File: config.mk
export PLATFORM = sky130hd
export DESIGN_NAME = axis_mem_cmd
export DESIGN_NICKNAME = d
export VERILOG_FILES = /design/src/rtl/axis_mem_cmd_pkg.sv /design/src/rtl/axis_mem_cmd_sync_fifo.sv /design/src/rtl/axis_mem_cmd.sv
export SDC_FILE = /design/constraint.sdc
export NUM_CORES = 2
export LEC_CHECK = 0
export BUFFER_PORTS_ARGS = -buffer_cell sky130_fd_sc_hd__buf_2
export CORE_MARGIN = 5
export CORE_UTILIZATION = 40
export DETAILED_ROUTE_END_ITERATION = 10
export GPL_ROUTABILITY_DRIVEN = 0
export SYNTH_ARGS = -nofsm -noshare
export SYNTH_HDL_FRONTEND = slang
export SYNTH_SLANG_ARGS = --single-unit
File: constraint.sdc
create_clock -name clk_in -period 17.5 [get_ports clk_in]
set_clock_uncertainty 0.2 [all_clocks]
set_input_delay 3.5 -clock clk_in [delete_from_list [all_inputs] [get_ports clk_in]]
set_output_delay 3.5 -clock clk_in [all_outputs]
set_load 0.05 [all_outputs]
File: src/rtl/axis_mem_cmd_pkg.sv
// Shared types for axis_mem_cmd: request header layout, MIG command codes, FSM states.
package axis_mem_cmd_pkg;

    localparam int APP_ADDR_W = 27;

    typedef struct packed {
        logic [APP_ADDR_W-1:0] addr;
        logic [APP_ADDR_W-1:0] stream_length;
        logic                  wen;
    } channel_update_t;

    localparam logic [2:0] APP_CMD_WR = 3'b000;
    localparam logic [2:0] APP_CMD_RD = 3'b001;

    typedef enum logic [1:0] {IDLE, WR, RD} state_t;

endpackage

File: src/rtl/axis_mem_cmd_sync_fifo.sv
// Registered single-clock FIFO; data visible one cycle after push.
// Pushes while full are dropped unless a pop happens in the same cycle.
module sync_fifo #(
    parameter int WIDTH = 129,
    parameter int DEPTH = 16
) (
    input  logic                     clk,
    input  logic                     rst_n,
    input  logic                     push,
    input  logic [WIDTH-1:0]         push_data,
    input  logic                     pop,
    output logic [WIDTH-1:0]         pop_data,
    output logic                     full,
    output logic                     empty,
    output logic [$clog2(DEPTH):0]   count
);
    localparam int AW = $clog2(DEPTH);

    logic [WIDTH-1:0] mem [DEPTH];
    logic [AW-1:0]    wr_ptr;
    logic [AW-1:0]    rd_ptr;
    logic             do_push;
    logic             do_pop;

    assign empty    = (count == '0);
    assign full     = (count == (AW+1)'(DEPTH));
    assign do_pop   = pop && !empty;
    assign do_push  = push && (!full || do_pop);
    assign pop_data = mem[rd_ptr];

    always_ff @(posedge clk) begin
        if (do_push) mem[wr_ptr] <= push_data;
    end

    always_ff @(posedge clk) begin
        if (!rst_n) begin
            wr_ptr <= '0;
            rd_ptr <= '0;
            count  <= '0;
        end else begin
            if (do_push) wr_ptr <= wr_ptr + 1'b1;
            if (do_pop)  rd_ptr <= rd_ptr + 1'b1;
            count <= count + (AW+1)'(do_push) - (AW+1)'(do_pop);
        end
    end

endmodule

File: src/rtl/axis_mem_cmd.sv
// AXI-stream request to MIG UI command converter with credit-limited read return FIFO.
// Writes pass through in zero cycles; read data reaches resp_axis one cycle after MIG return. MEM_WRITE_ACK_EN adds a write-done response beat.
module axis_mem_cmd
    import axis_mem_cmd_pkg::*;
#(
    parameter int RD_FIFO_DEPTH = 16,
    parameter int ADDR_SHIFT    = 3
) (
    input  logic         clk_in,
    input  logic         rst_n_in,
    input  logic         req_axis_valid,
    output logic         req_axis_ready,
    input  logic         req_axis_tuser,
    input  logic [127:0] req_axis_data,
    output logic         resp_axis_valid,
    input  logic         resp_axis_ready,
    output logic         resp_axis_tuser,
    output logic [127:0] resp_axis_data,
    output logic [26:0]  app_addr,
    output logic [2:0]   app_cmd,
    output logic         app_en,
    input  logic         app_rdy,
    output logic [127:0] app_wdf_data,
    output logic [15:0]  app_wdf_mask,
    output logic         app_wdf_wren,
    output logic         app_wdf_end,
    input  logic         app_wdf_rdy,
    input  logic [127:0] app_rd_data,
    input  logic         app_rd_data_valid
);
    localparam int CW = $clog2(RD_FIFO_DEPTH) + 1;

    state_t          state, state_nxt;
    channel_update_t hdr, in_hdr;
    logic [26:0]     idx;
    logic [26:0]     word;
    logic [CW-1:0]   outstanding;
    logic [CW-1:0]   fifo_count;
    logic            fifo_full, fifo_empty;
    logic [128:0]    fifo_din, fifo_dout;
    logic            last_beat, credit_ok, ack_ok;
    logic            hdr_hs, beat_hs, beat_ok, issue, rd_push, ack_push;

    assign in_hdr    = req_axis_data[54:0];
    assign word      = hdr.addr + idx;
    assign app_addr  = word << ADDR_SHIFT;
    assign last_beat = (idx == hdr.stream_length - 27'd1);
    // Reads in flight plus buffered beats may never exceed the FIFO size.
    assign credit_ok = !fifo_full &&
                       (({1'b0, outstanding} + {1'b0, fifo_count}) < (CW+1)'(RD_FIFO_DEPTH));
    assign rd_push   = app_rd_data_valid && (outstanding != '0);

`ifdef MEM_WRITE_ACK_EN
    // Holding the ack until earlier reads have returned keeps responses in issue order.
    assign ack_ok = credit_ok && (outstanding == '0);
`else
    assign ack_ok = 1'b1;
`endif

    assign app_wdf_data = req_axis_data;
    assign app_wdf_mask = '0;
    assign app_wdf_end  = app_wdf_wren;

    always_comb begin
        state_nxt      = state;
        req_axis_ready = 1'b0;
        app_en         = 1'b0;
        app_wdf_wren   = 1'b0;
        app_cmd        = APP_CMD_WR;
        hdr_hs         = 1'b0;
        beat_hs        = 1'b0;
        beat_ok        = 1'b0;
        issue          = 1'b0;
        ack_push       = 1'b0;
        if (rst_n_in) begin
            case (state)
                IDLE: begin
                    req_axis_ready = 1'b1;
                    if (req_axis_valid && req_axis_tuser) begin
                        hdr_hs = 1'b1;
                        if (in_hdr.stream_length != '0)
                            state_nxt = in_hdr.wen ? WR : RD;
                    end
                end
                WR: begin
                    beat_ok        = app_rdy && app_wdf_rdy && (!last_beat || ack_ok);
                    req_axis_ready = beat_ok;
                    beat_hs        = req_axis_valid && beat_ok;
                    app_en         = beat_hs;
                    app_wdf_wren   = beat_hs;
                    if (beat_hs && last_beat) begin
                        state_nxt = IDLE;
`ifdef MEM_WRITE_ACK_EN
                        ack_push  = 1'b1;
`endif
                    end
                end
                RD: begin
                    app_cmd = APP_CMD_RD;
                    app_en  = credit_ok;
                    issue   = credit_ok && app_rdy;
                    if (issue && last_beat) state_nxt = IDLE;
                end
                default: state_nxt = IDLE;
            endcase
        end
    end

    always_ff @(posedge clk_in) begin
        if (!rst_n_in) state <= IDLE;
        else           state <= state_nxt;
    end

    always_ff @(posedge clk_in) begin
        if (!rst_n_in) begin
            hdr         <= '0;
            idx         <= '0;
            outstanding <= '0;
        end else begin
            if (hdr_hs) begin
                hdr <= in_hdr;
                idx <= '0;
            end else if (beat_hs || issue) begin
                idx <= idx + 27'd1;
            end
            outstanding <= outstanding + CW'(issue) - CW'(rd_push);
        end
    end

    assign fifo_din = rd_push ? {1'b0, app_rd_data} : {1'b1, 128'd0};

    sync_fifo #(.WIDTH(129), .DEPTH(RD_FIFO_DEPTH)) u_rd_fifo (
        .clk       (clk_in),
        .rst_n     (rst_n_in),
        .push      (rd_push || ack_push),
        .push_data (fifo_din),
        .pop       (resp_axis_valid && resp_axis_ready),
        .pop_data  (fifo_dout),
        .full      (fifo_full),
        .empty     (fifo_empty),
        .count     (fifo_count)
    );

    assign resp_axis_valid = !fifo_empty;
    assign resp_axis_data  = fifo_dout[127:0];
    assign resp_axis_tuser = !fifo_empty && fifo_dout[128];

endmodule

==> impl_metrics.py <==
metrics = {
    "clock_network": {
        "clkLatencyLatePin_ns": 0.85,
        "cts_sinks": 2166,
        "cts_buffers": 220,
        "path_clk_slew_ns": 0.06,
        "ctsHoldBuffers": 0,
        "htree_levels": 4,
        "root_buffer": "clkbuf_16",
        "clk_path_buf_depth": 3,
        "cts_tree": "built",
        "post_cts_buffers": 0,
        "cts-resized-gates": 0,
    },
    "route": {
        "drc": 0,
        "drtIter0Drc": 3493,
        "via_count": 40322,
        "viasPerCell": 5.512,
        "wl_um": 203400,
        "wl_per_cell_um": 27.81,
        "drtPass1Iterations": 5,
        "ant_nets": 0,
    },
    "synth": {
        "synthTopCellsByCount": "2064 x edfxtp_1, 628 x mux4_2, 150 x buf_4, 149 x clkbuf_1, 136 x and2_1",
        "async_reset_ff_frac": 0,
        "yosysMostFrequentCell": "edfxtp_1",
        "yosys.area.top_type": "edfxtp_1",
        "synthDistinctLibCells": 58,
        "synth_compound_area_frac": 0.01497,
        "synth.cell_area_um2": 85420,
        "ys.flop_type": "edfxtp_1",
        "avgSynthCellArea_um2": 21.69,
        "synth.area.mux_share": 0.1680,
        "synthSimpleGateAreaFrac": 0.02677,
        "synthAdderAreaFrac": 0.007880,
        "synth_top_family_by_area": "multiplexers",
        "synth.area.top_cells": "edfxtp_1 73%, mux4_2 17%, dfxtp_1 2.4%, buf_4 1.3%, and2_1 1.0%",
        "synth_edf_count": 2064,
        "synth_xor_area_frac": 0.009228,
        "yosys_warnings": 0,
        "synth_seq_cells": 2166,
        "synth_cells": 3938,
        "synth_top_area_share": 0.7255,
        "yosysSeqAreaShare": 0.7495,
    },
    "worst_setup_path": {
        "worst_ep_arrival_time_ns": 5.46,
        "cp_max_fo": 80,
        "cp-start-kind": "flip-flop",
        "worstSetupEndpointType": "output pin",
        "cp.required_ns": 13.80,
        "worstSetupPathType": "flip-flop to output pin",
    },
    "floorplanning": {
        "die_w_um": 472.1,
        "rows": 169,
        "io_pins": 572,
        "coreArea_um2": 212300,
        "start_util": 0.4024,
        "dieArea_um2": 222900,
        "die_h_um": 472.1,
    },
    "placed_design": {
        "dpl-instance-area_um2": 89970,
        "portBuffers": 398,
        "post-dp-hpwl_um": 105500,
    },
    "sta": {
        "fin_crit_ns": 9.156,
        "timing.setup.tns_ns": 0,
        "max_freq_mhz": 109.2,
        "hold_viol": 0,
        "min_period_over_period": 0.5232,
        "tightest_slew_ns": 1.143,
        "maxSlewHeadroom": 0.2380,
        "setup_violations": 0,
        "rsz0062_at_grt": "no",
        "maxSlewViolCount": 0,
        "holdWs_ns": 0.2883,
    },
    "power_and_ir_drop": {
        "power_density_nw_per_um2": 148.5,
        "peakVddDrop_mv": 0.1502,
        "cellLeakagePower_nw": 30.95,
    },
    "grt": {
        "grt_pass1_vias": 41932,
        "grt_max_degree": 157,
        "antenna_found_initial": 20,
        "track_usage": 0.1808,
        "grt_pass1_wl_um": 295300,
        "overflow": 0,
    },
    "run_status": {
        "outcome": "finished, final reports clean",
    },
    "hold_path": {
        "hold_class": "flip-flop to flip-flop",
    },
    "cells_and_area": {
        "fin_area_um2": 96900,
        "final_nets": 4623,
        "layout-drive-gt1-share": 0.3178,
        "synthToLayoutAreaGrowth_pct": 13.43,
    },
    "job": {
        "timing.max_cap.violations": 0,
    },
}
-- where the power goes --
group          leakage (nW)  internal (W)  switching, W
Combinational          7.77       0.00130       0.00228
Sequential             19.8       0.00620     0.0000998
Clock                  3.35       0.00254       0.00196
Total                  30.9        0.0100       0.00434
-- sequential cells by signal, indices dropped and copies added, names as in the netlist, named ones only --
register / cells
hdr: 51
u_rd_fifo.wr_ptr: 4
u_rd_fifo.mem: 2064
idx: 27
u_rd_fifo.rd_ptr: 4
outstanding: 5
u_rd_fifo.count: 5
state: 2
-- layer usage --
layer	track usage	up-vias	routed length [um]
met5	0	-	41
met4	0.04445	6	4020
met2	0.2985	1249	101300
met3	0.03168	288	11400
li1	-	16961	-
met1	0.2522	21818	86680
-- area by class of cell --
type | count | area, um^2
inverters | 41 | 153.9
clock buffers | 272 | 5722
multi-input cells | 1408 | 19590
repair buffers | 470 | 2658
diodes | 7 | 17.52
fillers | 17807 | 115400
flip-flops and latches | 2166 | 64040
clock inverters | 130 | 1185
well taps | 2821 | 3530
-- path summary, 6_finish.rpt --
check / cells past startpoint / start / slack, ns / end
worst max-delay path: 6 / flip-flop / 8.34 / resp_axis_data[48]
worst min-delay path: 1 / hdr[28]$_SDFFE_PN0P_ / 0.29 / hdr[28]$_SDFFE_PN0P_
worst max register to register: 10 / outstanding[2]$_SDFF_PN0_ / 11.66 / u_rd_fifo.mem[4][47]$_DFFE_PP_
worst min register to register: 1 / hdr[28]$_SDFFE_PN0P_ / 0.29 / hdr[28]$_SDFFE_PN0P_
-- stage by stage --
step	utilization	std cells	total power, W	setup slack (ns)
final	0.4564	7315	0.01439	8.344
after global routing	0.4564	7311	0.01500	7.768
after CTS	0.4563	7308	0.01460	8.020
after detailed placement	0.4238	6906	0.01009	8.500
after global placement	0.4238	6906	0.01005	8.648
after floorplan	-	3958	0.009135	3.223
-- worst max-delay path, stage by stage, from the launching register on --
cell	delay, ns
dfxtp_4	0.85
buf_12	0.54
buf_4	0.92
buf_4	0.70
mux4_2	0.60
mux4_2	0.52
buf_2	0.24
-- placed cells by master, fill, tap and decap left out, types with 22 or more instances in the layout --
cell type and n:
nor2_1 74, nand2_1 38, nand3_1 22, mux4_2 628, a22o_1 47, and2_1 135
a21oi_1 53, inv_1 40, xor2_1 44, clkbuf_1 51, dfxtp_1 98, edfxtp_1 2064
xnor2_1 46, clkbuf_16 221, clkinv_1 57, buf_2 398, clkinv_2 36, ha_1 49
buf_4 62
-- logic make-up (layout without fill, tap and decap cells) --
family | count (synthesis) | count (layout)
DFF | 2166 | 2166
xor gates and xnor gates | 90 | 90
muxes | 649 | 649
buffers and inverters | 384 | 913
adders and majority gates | 52 | 52
AOI/OAI and AO/OA | 184 | 184
and+or+nand+nor | 412 | 412
other | 1 | 28
Power figures use the tool's default switching activity.
